`src/rtl/display_arbiter_pkg.sv`:
```
// Shared types and constants for the 4-digit seven-segment display path.
// Used by the display arbiter, its bus interface and the testbench.
package display_pkg;

    localparam int DIGITS  = 4;
    localparam int NIB_W   = 4;
    localparam int VALUE_W = DIGITS * NIB_W;

    // Display ownership state: B is the resting owner, A is granted then held.
    typedef enum logic [1:0] {
        SHOW_B  = 2'd0,
        GRANT_A = 2'd1,
        HOLD_A  = 2'd2
    } state_t;

    // Four nibbles, digit3 in the top nibble.
    typedef logic [VALUE_W-1:0] disp_value_t;

    // Per-digit blank mask, bit n = digit n dark.
    typedef logic [DIGITS-1:0] blank_mask_t;

endpackage

```
`src/rtl/display_arbiter_if.sv`:
```
// Bus between the two value sources, the arbiter and the digit scanner.
// master: the side driving requests and source values.
// slave:  the arbiter itself.
interface display_arbiter_if;
    import display_pkg::*;

    logic        a_req;
    disp_value_t a_value;
    logic        a_ack;
    disp_value_t b_value;
    disp_value_t disp_value;
    blank_mask_t disp_blank;
    logic        scan_tick;
    logic        owner;

    modport master (
        output a_req,
        output a_value,
        output b_value,
        input  a_ack,
        input  disp_value,
        input  disp_blank,
        input  scan_tick,
        input  owner
    );

    modport slave (
        input  a_req,
        input  a_value,
        input  b_value,
        output a_ack,
        output disp_value,
        output disp_blank,
        output scan_tick,
        output owner
    );

endinterface

```
`src/rtl/display_arbiter_tick_prescaler.sv`:
```
// Free-running clock divider producing a one-cycle scan tick every CLK_DIV
// cycles. Shared by the scanned display blocks.
module tick_prescaler #(
    parameter int CLK_DIV = 100000
) (
    input  logic clk,
    input  logic reset,
    output logic scan_tick
);

    localparam int CNT_W = (CLK_DIV > 1) ? $clog2(CLK_DIV) : 1;
    localparam logic [CNT_W-1:0] CNT_LAST = CNT_W'(CLK_DIV - 1);

    logic [CNT_W-1:0] cnt_p1;

    // Count 0..CLK_DIV-1 and wrap.
    always_ff @(posedge clk) begin
        if (reset) begin
            cnt_p1 <= '0;
        end else if (cnt_p1 == CNT_LAST) begin
            cnt_p1 <= '0;
        end else begin
            cnt_p1 <= cnt_p1 + 1'b1;
        end
    end

    assign scan_tick = (cnt_p1 == CNT_LAST);

endmodule

```
`src/rtl/display_arbiter.sv`:
```
// Display arbiter: shares the 4-digit scan path between source B (default,
// running count) and source A (alert value, granted and held for HOLD_TICKS
// scan ticks). B is guaranteed MIN_B_TICKS scan ticks between two A grants.
// Optional build macro DISPLAY_ARBITER_LZ_BLANK_EN enables leading-zero
// blanking; without it disp_blank stays all zero.
module display_arbiter
    import display_pkg::*;
#(
    parameter int CLK_DIV     = 100000,
    parameter int HOLD_TICKS  = 2000,
    parameter int MIN_B_TICKS = 500
) (
    input  logic              clk,
    input  logic              reset,
    display_arbiter_if.slave  bus
);

    localparam int HOLD_W = (HOLD_TICKS > 1) ? $clog2(HOLD_TICKS) : 1;
    localparam int MINB_W = (MIN_B_TICKS > 0) ? $clog2(MIN_B_TICKS + 1) : 1;
    localparam logic [HOLD_W-1:0] HOLD_LAST = HOLD_W'(HOLD_TICKS - 1);
    localparam logic [MINB_W-1:0] MIN_B_MAX = MINB_W'(MIN_B_TICKS);

    logic scan_tick;

    state_t            state_p1,     state_p0;
    disp_value_t       disp_p1,      disp_p0;
    blank_mask_t       blank_p1,     blank_p0;
    logic              owner_p1,     owner_p0;
    logic [HOLD_W-1:0] hold_cnt_p1,  hold_cnt_p0;
    logic [MINB_W-1:0] min_b_cnt_p1, min_b_cnt_p0;

`ifdef DISPLAY_ARBITER_LZ_BLANK_EN
    // Blank leading zero digits; digit 0 always lit so a zero value shows "0".
    function automatic blank_mask_t lz_blank(input disp_value_t v);
        blank_mask_t m;
        m = '0;
        m[DIGITS-1] = (v[VALUE_W-1 -: NIB_W] == '0);
        for (int d = DIGITS - 2; d >= 1; d--) begin
            m[d] = m[d+1] & (v[d*NIB_W +: NIB_W] == '0);
        end
        m[0] = 1'b0;
        return m;
    endfunction
`endif

    tick_prescaler #(
        .CLK_DIV (CLK_DIV)
    ) u_prescaler (
        .clk       (clk),
        .reset     (reset),
        .scan_tick (scan_tick)
    );

    // Next-state, next display value and counter updates for the ownership FSM.
    always_comb begin
        state_p0     = state_p1;
        disp_p0      = disp_p1;
        owner_p0     = owner_p1;
        hold_cnt_p0  = hold_cnt_p1;
        min_b_cnt_p0 = min_b_cnt_p1;
        bus.a_ack    = 1'b0;

        unique case (state_p1)
            SHOW_B: begin
                disp_p0  = bus.b_value;
                owner_p0 = 1'b0;
                if (scan_tick && (min_b_cnt_p1 != MIN_B_MAX)) begin
                    min_b_cnt_p0 = min_b_cnt_p1 + 1'b1;
                end
                if (bus.a_req && (min_b_cnt_p1 == MIN_B_MAX)) begin
                    state_p0 = GRANT_A;
                end
            end
            GRANT_A: begin
                // A tick landing here is deliberately not counted toward the hold.
                bus.a_ack   = 1'b1;
                disp_p0     = bus.a_value;
                owner_p0    = 1'b1;
                hold_cnt_p0 = '0;
                state_p0    = HOLD_A;
            end
            HOLD_A: begin
                if (scan_tick) begin
                    if (hold_cnt_p1 == HOLD_LAST) begin
                        state_p0     = SHOW_B;
                        owner_p0     = 1'b0;
                        min_b_cnt_p0 = '0;
                        disp_p0      = bus.b_value;
                    end else begin
                        hold_cnt_p0 = hold_cnt_p1 + 1'b1;
                    end
                end
            end
            default: begin
                state_p0 = SHOW_B;
            end
        endcase
    end

    // Blank mask follows the next display value so both register together.
    always_comb begin
`ifdef DISPLAY_ARBITER_LZ_BLANK_EN
        blank_p0 = lz_blank(disp_p0);
`else
        blank_p0 = '0;
`endif
    end

    // State, counters and display registers; reset makes A grantable at once.
    always_ff @(posedge clk) begin
        if (reset) begin
            state_p1     <= SHOW_B;
            disp_p1      <= '0;
            blank_p1     <= '0;
            owner_p1     <= 1'b0;
            hold_cnt_p1  <= '0;
            min_b_cnt_p1 <= MIN_B_MAX;
        end else begin
            state_p1     <= state_p0;
            disp_p1      <= disp_p0;
            blank_p1     <= blank_p0;
            owner_p1     <= owner_p0;
            hold_cnt_p1  <= hold_cnt_p0;
            min_b_cnt_p1 <= min_b_cnt_p0;
        end
    end

    assign bus.disp_value = disp_p1;
    assign bus.disp_blank = blank_p1;
    assign bus.owner      = owner_p1;
    assign bus.scan_tick  = scan_tick;

endmodule

```
`src/flat_wrapper.sv`:
```
// flat-port wrapper written by rule: the top's interface ports become plain ports
module display_arbiter_flat import display_pkg::*;
#(
    parameter int CLK_DIV     = 100000,
    parameter int HOLD_TICKS  = 2000,
    parameter int MIN_B_TICKS = 500
)
  (clk, reset, bus_a_req, bus_a_value, bus_b_value, bus_a_ack, bus_disp_value, bus_disp_blank, bus_scan_tick, bus_owner);
  display_arbiter_if bus_i ();
  input  logic clk;
  input  logic reset;
  input wire logic [$bits(bus_i.a_req)-1:0] bus_a_req;
  input wire logic [$bits(bus_i.a_value)-1:0] bus_a_value;
  input wire logic [$bits(bus_i.b_value)-1:0] bus_b_value;
  output wire logic [$bits(bus_i.a_ack)-1:0] bus_a_ack;
  output wire logic [$bits(bus_i.disp_value)-1:0] bus_disp_value;
  output wire logic [$bits(bus_i.disp_blank)-1:0] bus_disp_blank;
  output wire logic [$bits(bus_i.scan_tick)-1:0] bus_scan_tick;
  output wire logic [$bits(bus_i.owner)-1:0] bus_owner;
  assign bus_i.a_req = bus_a_req;
  assign bus_i.a_value = bus_a_value;
  assign bus_i.b_value = bus_b_value;
  assign bus_a_ack = bus_i.a_ack;
  assign bus_disp_value = bus_i.disp_value;
  assign bus_disp_blank = bus_i.disp_blank;
  assign bus_scan_tick = bus_i.scan_tick;
  assign bus_owner = bus_i.owner;
  display_arbiter #(.CLK_DIV(CLK_DIV), .HOLD_TICKS(HOLD_TICKS), .MIN_B_TICKS(MIN_B_TICKS)) u_core (.clk(clk), .reset(reset), .bus(bus_i));
endmodule
```
`config.mk`:
```
export PLATFORM = sky130hd
export DESIGN_NAME = display_arbiter_flat
export DESIGN_NICKNAME = d
export VERILOG_FILES = /design/src/rtl/display_arbiter_pkg.sv /design/src/rtl/display_arbiter_if.sv /design/src/rtl/display_arbiter_tick_prescaler.sv /design/src/rtl/display_arbiter.sv /design/src/flat_wrapper.sv
export SDC_FILE = /design/constraint.sdc
export NUM_CORES = 1
export LEC_CHECK = 0
export CAP_MARGIN = 30
export CORE_MARGIN = 2
export CORE_UTILIZATION = 35
export CTS_CLUSTER_DIAMETER = 150
export CTS_CLUSTER_SIZE = 24
export DETAILED_ROUTE_END_ITERATION = 10
export PLACE_DENSITY = 0.68
export REMOVE_ABC_BUFFERS = 1
export SKIP_LAST_GASP = 1
export SLEW_MARGIN = 25
export SYNTH_ARGS = -nofsm -noshare
export SYNTH_HDL_FRONTEND = slang
export SYNTH_SLANG_ARGS = --single-unit
```
`constraint.sdc`:
```
create_clock -name clk -period 2.7 [get_ports clk]
set_input_delay 0.675 -clock clk [delete_from_list [all_inputs] [get_ports clk]]
set_output_delay 0.675 -clock clk [all_outputs]
set_load 0.05 [all_outputs]
```
; Word-level counts from Yosys, hierarchy flattened
; Index checks and enable logic that the tools add are counted.
[totals]
rom_bits = 0
reg_bits = 56
elab_cells = 49
ram_bits = 0
latchBits = 0
mem_count = 0
inputBits = 35
[classes]
multipliers = 0
shifts = 0
add_sub_neg = 3
div_mod_pow = 0
n_reduce_logical = 11
muxes = 18
n_eq_ne = 11
bitwise_logic = 0
n_lt_le_gt_ge = 0
[ops]
columns = op, n
row1 = case mux 16 bit (3 select lines), 1
row2 = two-way mux 16 bit, 2
row3 = two-way mux 9 bit, 3
row4 = two-way mux 11 bit, 2
row5 = case mux 11 bit (2 select lines), 1
row6 = case mux 9 bit (2 select lines), 1
row7 = adder 17 x 1 -> 17 bit (second input constant), 1
row8 = == test 17 bit (second input constant), 1
row9 = adder 11 x 1 -> 11 bit (second input constant), 1
row10 = == test 11 bit (second input constant), 1
row11 = adder 9 x 1 -> 9 bit (second input constant), 1
row12 = == test 9 bit (second input constant), 1
row13 = inequality test 9 bit (second input constant), 1
row14 = AND reduction 3 bit, 3
row15 = inequality test 2 x 1 -> 1 bit (second input constant), 4
row16 = two-way mux 2 bit, 3
row17 = case mux 2 bit (3 select lines), 1
row18 = AND reduction 4 bit, 1
row19 = nonzero test 2 bit, 2
row20 = two-way mux 1 bit, 3
row21 = case mux 1 bit (3 select lines), 1
row22 = nonzero test 3 bit, 1
row23 = == test 2 x 1 -> 1 bit (second input constant), 1
row24 = == test 2 bit (second input constant), 1
row25 = 4 further kinds, 5

; Longest topological paths before layout
[depth]
word_depth = 4
ltp_mapped = 8
ltp_nobuf = 7

; Hierarchy
; A second synthesis with hierarchy kept.
[hier_totals]
cells_unflattened = 303
hier_area_um2 = 2732.6
[modules_own_cells]
columns = module, instances, cells_per_inst, area_per_inst_um2, seq_area_each_um2
row1 = display_arbiter, 1, 215, 1935.6, 780.7
row2 = tick_prescaler, 1, 88, 797.0, 340.3

; Least setup slack after synthesis
; Ideal clock, no wire load.
[synth_path]
path_type = register -> output
startpoint = reg u_core.u_prescaler.cnt_p1[0]
endpoint = out bus_scan_tick
path_slack_ns = 0.272
arrival_ns = 1.753
path_stages_with_launch = 6
required_ns = 2.025
cell_sequence = dfxtp_1 -> ha_1 -> nand4_1 -> or4_1 -> buf_4 -> inv_1
[synth_via]
elab_chain_cells = 1
[synth_lines]
columns = item, line
row1 = from (decl), display_arbiter_tick_prescaler.sv:14  ; logic [CNT_W-1:0] cnt_p1;
row2 = from (signal assigned), display_arbiter_tick_prescaler.sv:23  ; cnt_p1 <= cnt_p1 + 1'b1;
row3 = == test 17 bit, display_arbiter_tick_prescaler.sv:27  ; assign scan_tick = (cnt_p1 == CNT_LAST);
row4 = to (decl), flat_wrapper.sv:18  ; output wire logic [$bits(bus_i.scan_tick)-1:0] bus_scan_tick;
; No other way between the ends.

; Worst setup path in the final report
[layout_path]
startpoint = reg u_core.u_prescaler.cnt_p1[14]
endpoint = out bus_scan_tick
; The elaborated chain is that of the path after synthesis.

==> results.txt <==
clk_skew - 0.01008 ns
worst path arrival time - 1.89 ns
critical-path cell list - or4b_1 > or4_4 > inv_2 > buf_12
Max transition margin - 65.16%
endpoint class of the critical path - output port
maxcap violations - 0
Yosys cell types - 48
die area - 8900 sq um
Initial Utilization - 36.59%
leakage power - 1.265 nW
Cell Rows - 32
core area - 7807 sq um
global-route usage over all layers - 13.89%
DR iter-0 viols - 73
Mapped Area - 2856 sq um
synthesized instance count - 318
Num CTS Buffers - 5
Fin Hold WS - 0.4681 ns
Final Max Slew Viols - 0
Vias/cell - 5.123
Ant. Diodes - 0
post-CTS setup buffer count - 0
slowest stage cell on the critical path - or4b_1
Max Fanout on Critical Path - 5
largest net degree at the start of global routing - 34
clk slew on worst S/H paths - 0.09 ns
slowest stage delay, CP - 0.52 ns
CP Class - reg -> out
Post-synth EDFFs - 0
gr ovfl total - 0
CTS Hold Bufs - 0
Die Ht - 94.34 um
register area share after synthesis - 39.25%
routed len/inst - 13.16 um
CTS Sinks - 56
initial antenna violation count - 0
synthesized area per cell - 8.983 sq um
most frequent cells in the layout - dfxtp_1 (56), clkdlybuf4s50_1 (51), nor2_1 (42)
number of global-route vias before repair - 2275
Layout Cells excl Fill - 472
commonest non-fill, non-tap cell in the layout - dfxtp_1
top cell type's share of synthesized area - 39.25%
Synth Flop Type - dfxtp_1
pin slew with the least headroom to its limit - 0.5210 ns
outcome - finished clean
clk_lat worst skew - 0.30 ns
peak supply drop - 0.0002343 V
Initial DRT Pass Iterations - 4
PortBufs - 53
Final ANT Viol Nets - 0
CTS tree - built
Layout Nets - 410
total count of hold-check failures in the final report - 0
Final period util - 94.84%
Boundary Pins - 58
DP Wirelength - 4.616 mm
Clock Path Buffers - 2
# setup viols final - 0
Via Count - 2418
DRT Wirelength - 6.213 mm
minimum clock period after layout - 2.561 ns
CTS Root Cell - clkbuf_8
maximum clock rate - 0.3905 GHz
pwr dens - 483.8 nW/um^2
leading area contributor after synthesis - dfxtp_1
RSZ-0062 raised after global routing - false
top cells by area, synth - dfxtp_1 (39%), mux2i_1 (6.0%), a211oi_2 (5.7%), nor2_1 (5.7%), xor2_1 (4.3%)
synth-to-layout area growth - 26.28%
Hold Path Class - reg -> reg
first-pass GRT wire length - 10.16 mm
DRC - 0
RePlAce Congestion - 0.8195
async set-reset flop share out of synthesis - 0%
FF+latch count, synth - 56
WP data required - 2.03 ns
CTS HTree Levels - 2
synth warn - 0
Worst Setup Start Kind - register
layout cells sized above 1 - 11.89%
Finished Core Util - 46.20%
placed cell count - 466
die width - 94.34 um
-- cells by family after synthesis --
kind of cell | share of synthesized area (%)
AO/OA/AOI/OAI | 14.46
AND/OR/NAND/NOR | 26.68
adder cells (fa/ha/maj) | 1.752
buffers and inverters | 5.344
XOR/XNOR | 6.439
other | 0.1313
multiplexers | 5.957
flip-flops | 39.25
-- registers in the layout, summed over array words and instances, names as in the netlist --
name and flops:
u_core.bus.disp_value 16, u_core.u_prescaler.cnt_p1 17, u_core.min_b_cnt_p1 9, u_core.state_p1 2, u_core.bus.owner 1, u_core.hold_cnt_p1 11
-- where the power goes --
group | internal, mW | switching (mW)
combinational | 0.140 | 0.203
clock | 0.267 | 0.258
sequential | 0.857 | 0.0210
total | 1.26 | 0.482
-- routing by layer --
metal | part of all wire, % | up-vias | GRT usage [%]
li1 | - | 1229 | -
met1 | 46 | 1125 | 17.32
met2 | 47 | 58 | 24.17
met3 | 6.0 | 6 | 3.113
met4 | 0.79 | 0 | 3.744
met5 | 0 | - | 0
-- path summary, 6_finish.rpt --
kind              cells past startpoint  slack, ns                          start                      endpoint
setup / recovery                      4       0.14  u_core.u_prescaler.cnt_p1[14]                 bus_scan_tick
hold / removal                        1       0.47   u_core.u_prescaler.cnt_p1[0]  u_core.u_prescaler.cnt_p1[0]
setup reg to reg                      6       0.34  u_core.u_prescaler.cnt_p1[14]        u_core.min_b_cnt_p1[6]
hold reg to reg                       1       0.47   u_core.u_prescaler.cnt_p1[0]  u_core.u_prescaler.cnt_p1[0]
-- synth_stat cells (all sizes together) (2+ instances only) --
master,count
buf,11
nand2,21
inv,11
nand4bb,3
xor2,14
nor3,5
a221o,3
nand4b,2
or3,6
nor2,46
nor4,7
xnor2,7
a31o,2
nand4,8
ha,4
nand3,23
a21oi,8
clkbuf,8
and3,8
nor3b,3
a211oi,16
mux2i,17
dfxtp,56
o21ai,10
or2,2
or4,2
-- per-stage QoR --
stage	power, mW	cell area (sq um)	worst slack (ns)	setup TNS (ns)
final	1.745	3607	0.1393	0
after global routing	1.824	3607	0.03685	0
after CTS	1.762	3607	0.07632	0
after detailed placement	1.242	3505	0.2853	0
after global placement	1.237	3505	0.3341	0
after floorplan	1.100	2756	-0.2332	-4.884
-- what timing repair did --
action,in CTS,in global routing
endpoints found under the setup margin,1,1
pin swaps,0,0
gates resized for setup,1,1
endpoints found under the hold margin,0,0
-- critical path, delay by kind of cell (launching register included) --
family,cells,cell delay (ns)
AND/OR/NAND/NOR,2,1.00
buffers and inverters,2,0.24
flip-flops,1,0.35
-- area by class of cell --
type | count | area [sq um]
Fill cell | 784 | 4200
Multi-Input combinational cell | 235 | 1600
Sequential cell | 56 | 1121
Timing Repair Buffer | 62 | 618.1
Tap cell | 102 | 127.6
Clock buffer | 5 | 68.82
Inverter | 11 | 41.29
Clock inverter | 1 | 30.03
Note: power is estimated with default switching activity, not from simulation.
==> RTL edit: new RTL, same settings <==
`HOLD_TICKS` is set to 2000 in 2 places; all go to 1000.
--- a/src/rtl/display_arbiter.sv
+++ b/src/rtl/display_arbiter.sv
@@ -9,3 +9,3 @@
     parameter int CLK_DIV     = 100000,
-    parameter int HOLD_TICKS  = 2000,
+    parameter int HOLD_TICKS  = 1000,
     parameter int MIN_B_TICKS = 500
--- a/src/flat_wrapper.sv
+++ b/src/flat_wrapper.sv
@@ -4,3 +4,3 @@
     parameter int CLK_DIV     = 100000,
-    parameter int HOLD_TICKS  = 2000,
+    parameter int HOLD_TICKS  = 1000,
     parameter int MIN_B_TICKS = 500
Formal check against the unedited RTL: same outputs for any inputs over 10 cycles, from zero or initial values and one cycle with reset high; that may be too few to reach the edited logic, so the function may still have changed.
==> RTL edit against the unedited design <==
- clock power is 15% lower
- wire length is 12% lower
- synthesized area is 7.5% lower
- design area is 6.9% lower
- via count is 6.5% lower
- final cell count is 3.6% lower
- total power is 7.0% lower
- sequential power is 2% lower
- sequential cell count is 1 lower
- utilization is 0.15 points lower
- global-route usage hardly changed
- worst setup slack better by 0.088 ns
- critical path type unchanged
==> RTL edit: results (changes against the unedited design) <==
- The post-synthesis async set-or-reset flop share is 0 (unchanged).
- The placed wire-length estimate is 4080 µm (-12%).
- The maximum fanout along the worst path is 4 (-1).
- The total overflow reported by the global router is 0 (unchanged).
- The total via count after detailed routing came to 2,260 (-6.5%).
- The number of setup buffers added after CTS came to 0 (unchanged).
- The run finished with clean final reports.
- The final RePlAce weighted congestion came to 0.829 (+1.2%).
- The initial antenna violation count is 0 (unchanged).
- The number of cells on the worst reg-to-reg path came to 8 (+2).
- The worst slack at placement came to 0.556 ns (+0.271 ns).
- The summed negative setup slack over all endpoints is 0 ns (unchanged).
- The actual slew at the worst max-slew pin is 0.516 ns (-0.00476 ns).
- The diode insertion count for antenna repair is 0 (unchanged).
- The maximum ir drop on the vdd rail is 0.222 mV (-5.4%).
- The number of instances resized during post-cts repair came to 0 (-1).
- The wire length of the first global-routing pass was 9580 µm (-5.7%).
- The H-tree depth is 2 (unchanged).
- The filler cell count was 732 (-6.6%).
- The number of nets in the final layout is 394 (-3.9%).
- The top flip-flop cell by instance count after synthesis is dfxtp_1.
- The number of violations reported at the end of detailed-routing iteration 0 is 136 (+86%).
- The clock transition at the register clock pins on the worst setup and hold paths after CTS is 0.09 ns (about the same).
- The quantity of I/O buffers inserted on ports is 53 (unchanged).
- Yosys attributes the largest share of cell area to dfxtp_1 42%, nor2_1 7.8%, mux2i_1 6.8%, xor2_1 5.3%, a211oi_1 4.0%.
- Clock latency on the worst-skew pair, taken at its later pin, is about 0.31 ns.
- The maximum clock insertion buffer count is 2 (unchanged).
- The type of the tightest min-delay check is flip-flop to flip-flop.
- The largest net degree at the start of global routing is 34 (unchanged).
- The detailed-router iteration count before antenna repair is 4 (unchanged).
- The master cell of the clock root buffer is clkbuf_8.
- The static power due to leakage is 1.23 nW (-2.6%).
- The clock skew after layout is 0.00600 ns (-0.00408 ns).
- The switching share of power is 0.288 (+0.0117).
- The share of final-layout standard cells stronger than drive strength 1 was 0.0674 (-0.0515).
- The arrival time of data at the critical path endpoint was 1.80 ns (-0.09 ns).
- The aggregate global-route resource usage is 0.139 (about the same).
- The routed wire length is 5480 µm (-12%).
- The via count of the first global-routing pass is 2,208 (-2.9%).
- The register area share after synthesis is 0.417 (+0.0242).
- The commonest cells after synthesis are 55 x dfxtp_1, 55 x nor2_1, 19 x nand2_1.
- The unique cell type count in the Yosys netlist came to 48 (unchanged).
## RTL edit: logic make-up after synthesis
group           after synthesis  share of synthesized area
compound gates               53                      0.137
fa+ha+maj                     4                     0.0189
flops                        55                      0.417
simple gates                128                      0.243
buf+inv                      24                     0.0516
other cells                   1                    0.00142
xor+xnor                     19                     0.0630
mux                          18                     0.0682
## RTL edit: layout make-up
cell class	instances	share of cell area
repair buffers	60	0.180
multi-input cells	226	0.423
clock inverters	2	0.00373
clock buffers	6	0.0216
inverters	7	0.00782
flip-flops and latches	55	0.328
well taps	99	0.0369
## RTL edit: final timing paths
path	startpoint	endpoint	slack, ns
max	u_core.u_prescaler.cnt_p1[0]$_SDFF_PP0_	bus_scan_tick	0.23
min	u_core.u_prescaler.cnt_p1[0]$_SDFF_PP0_	u_core.u_prescaler.cnt_p1[0]$_SDFF_PP0_	0.46
max reg2reg	u_core.u_prescaler.cnt_p1[0]$_SDFF_PP0_	u_core.bus.disp_value[0]$_SDFFE_PP0P_	0.60
min reg2reg	u_core.u_prescaler.cnt_p1[0]$_SDFF_PP0_	u_core.u_prescaler.cnt_p1[0]$_SDFF_PP0_	0.46
## RTL edit: routing by layer
| layer | global-route usage | vias to the layer above | routed length (µm) |
|---|---|---|---|
| li1 | - | 1157 | - |
| met1 | 0.167 | 1056 | 2540 |
| met2 | 0.239 | 41 | 2600 |
| met3 | 0.0426 | 6 | 291 |
| met4 | 0.0379 | 0 | 44 |
| met5 | 0 | - | 0 |
## RTL edit: power by group through the flow
stage	sequential (mW)	clock [mW]	combinational, mW
floorplan	0.965	0	0.0994
global placement	0.880	0	0.319
detailed placement	0.880	0	0.320
CTS	0.862	0.460	0.321
global route	0.866	0.492	0.338
finish	0.861	0.444	0.317
## RTL edit: critical path: stages, from the launching register on
cell and delay [ns]:
dfxtp_1 0.36, ha_1 0.20, and3_1 0.22, nand4_1 0.21, nor2_1 0.32, buf_12 0.18
## RTL edit: through the flow
step	instance area, µm²	cells
finish	3360	455
global route	3360	455
CTS	3360	455
detailed placement	3270	447
global placement	3270	447
floorplan	2540	288
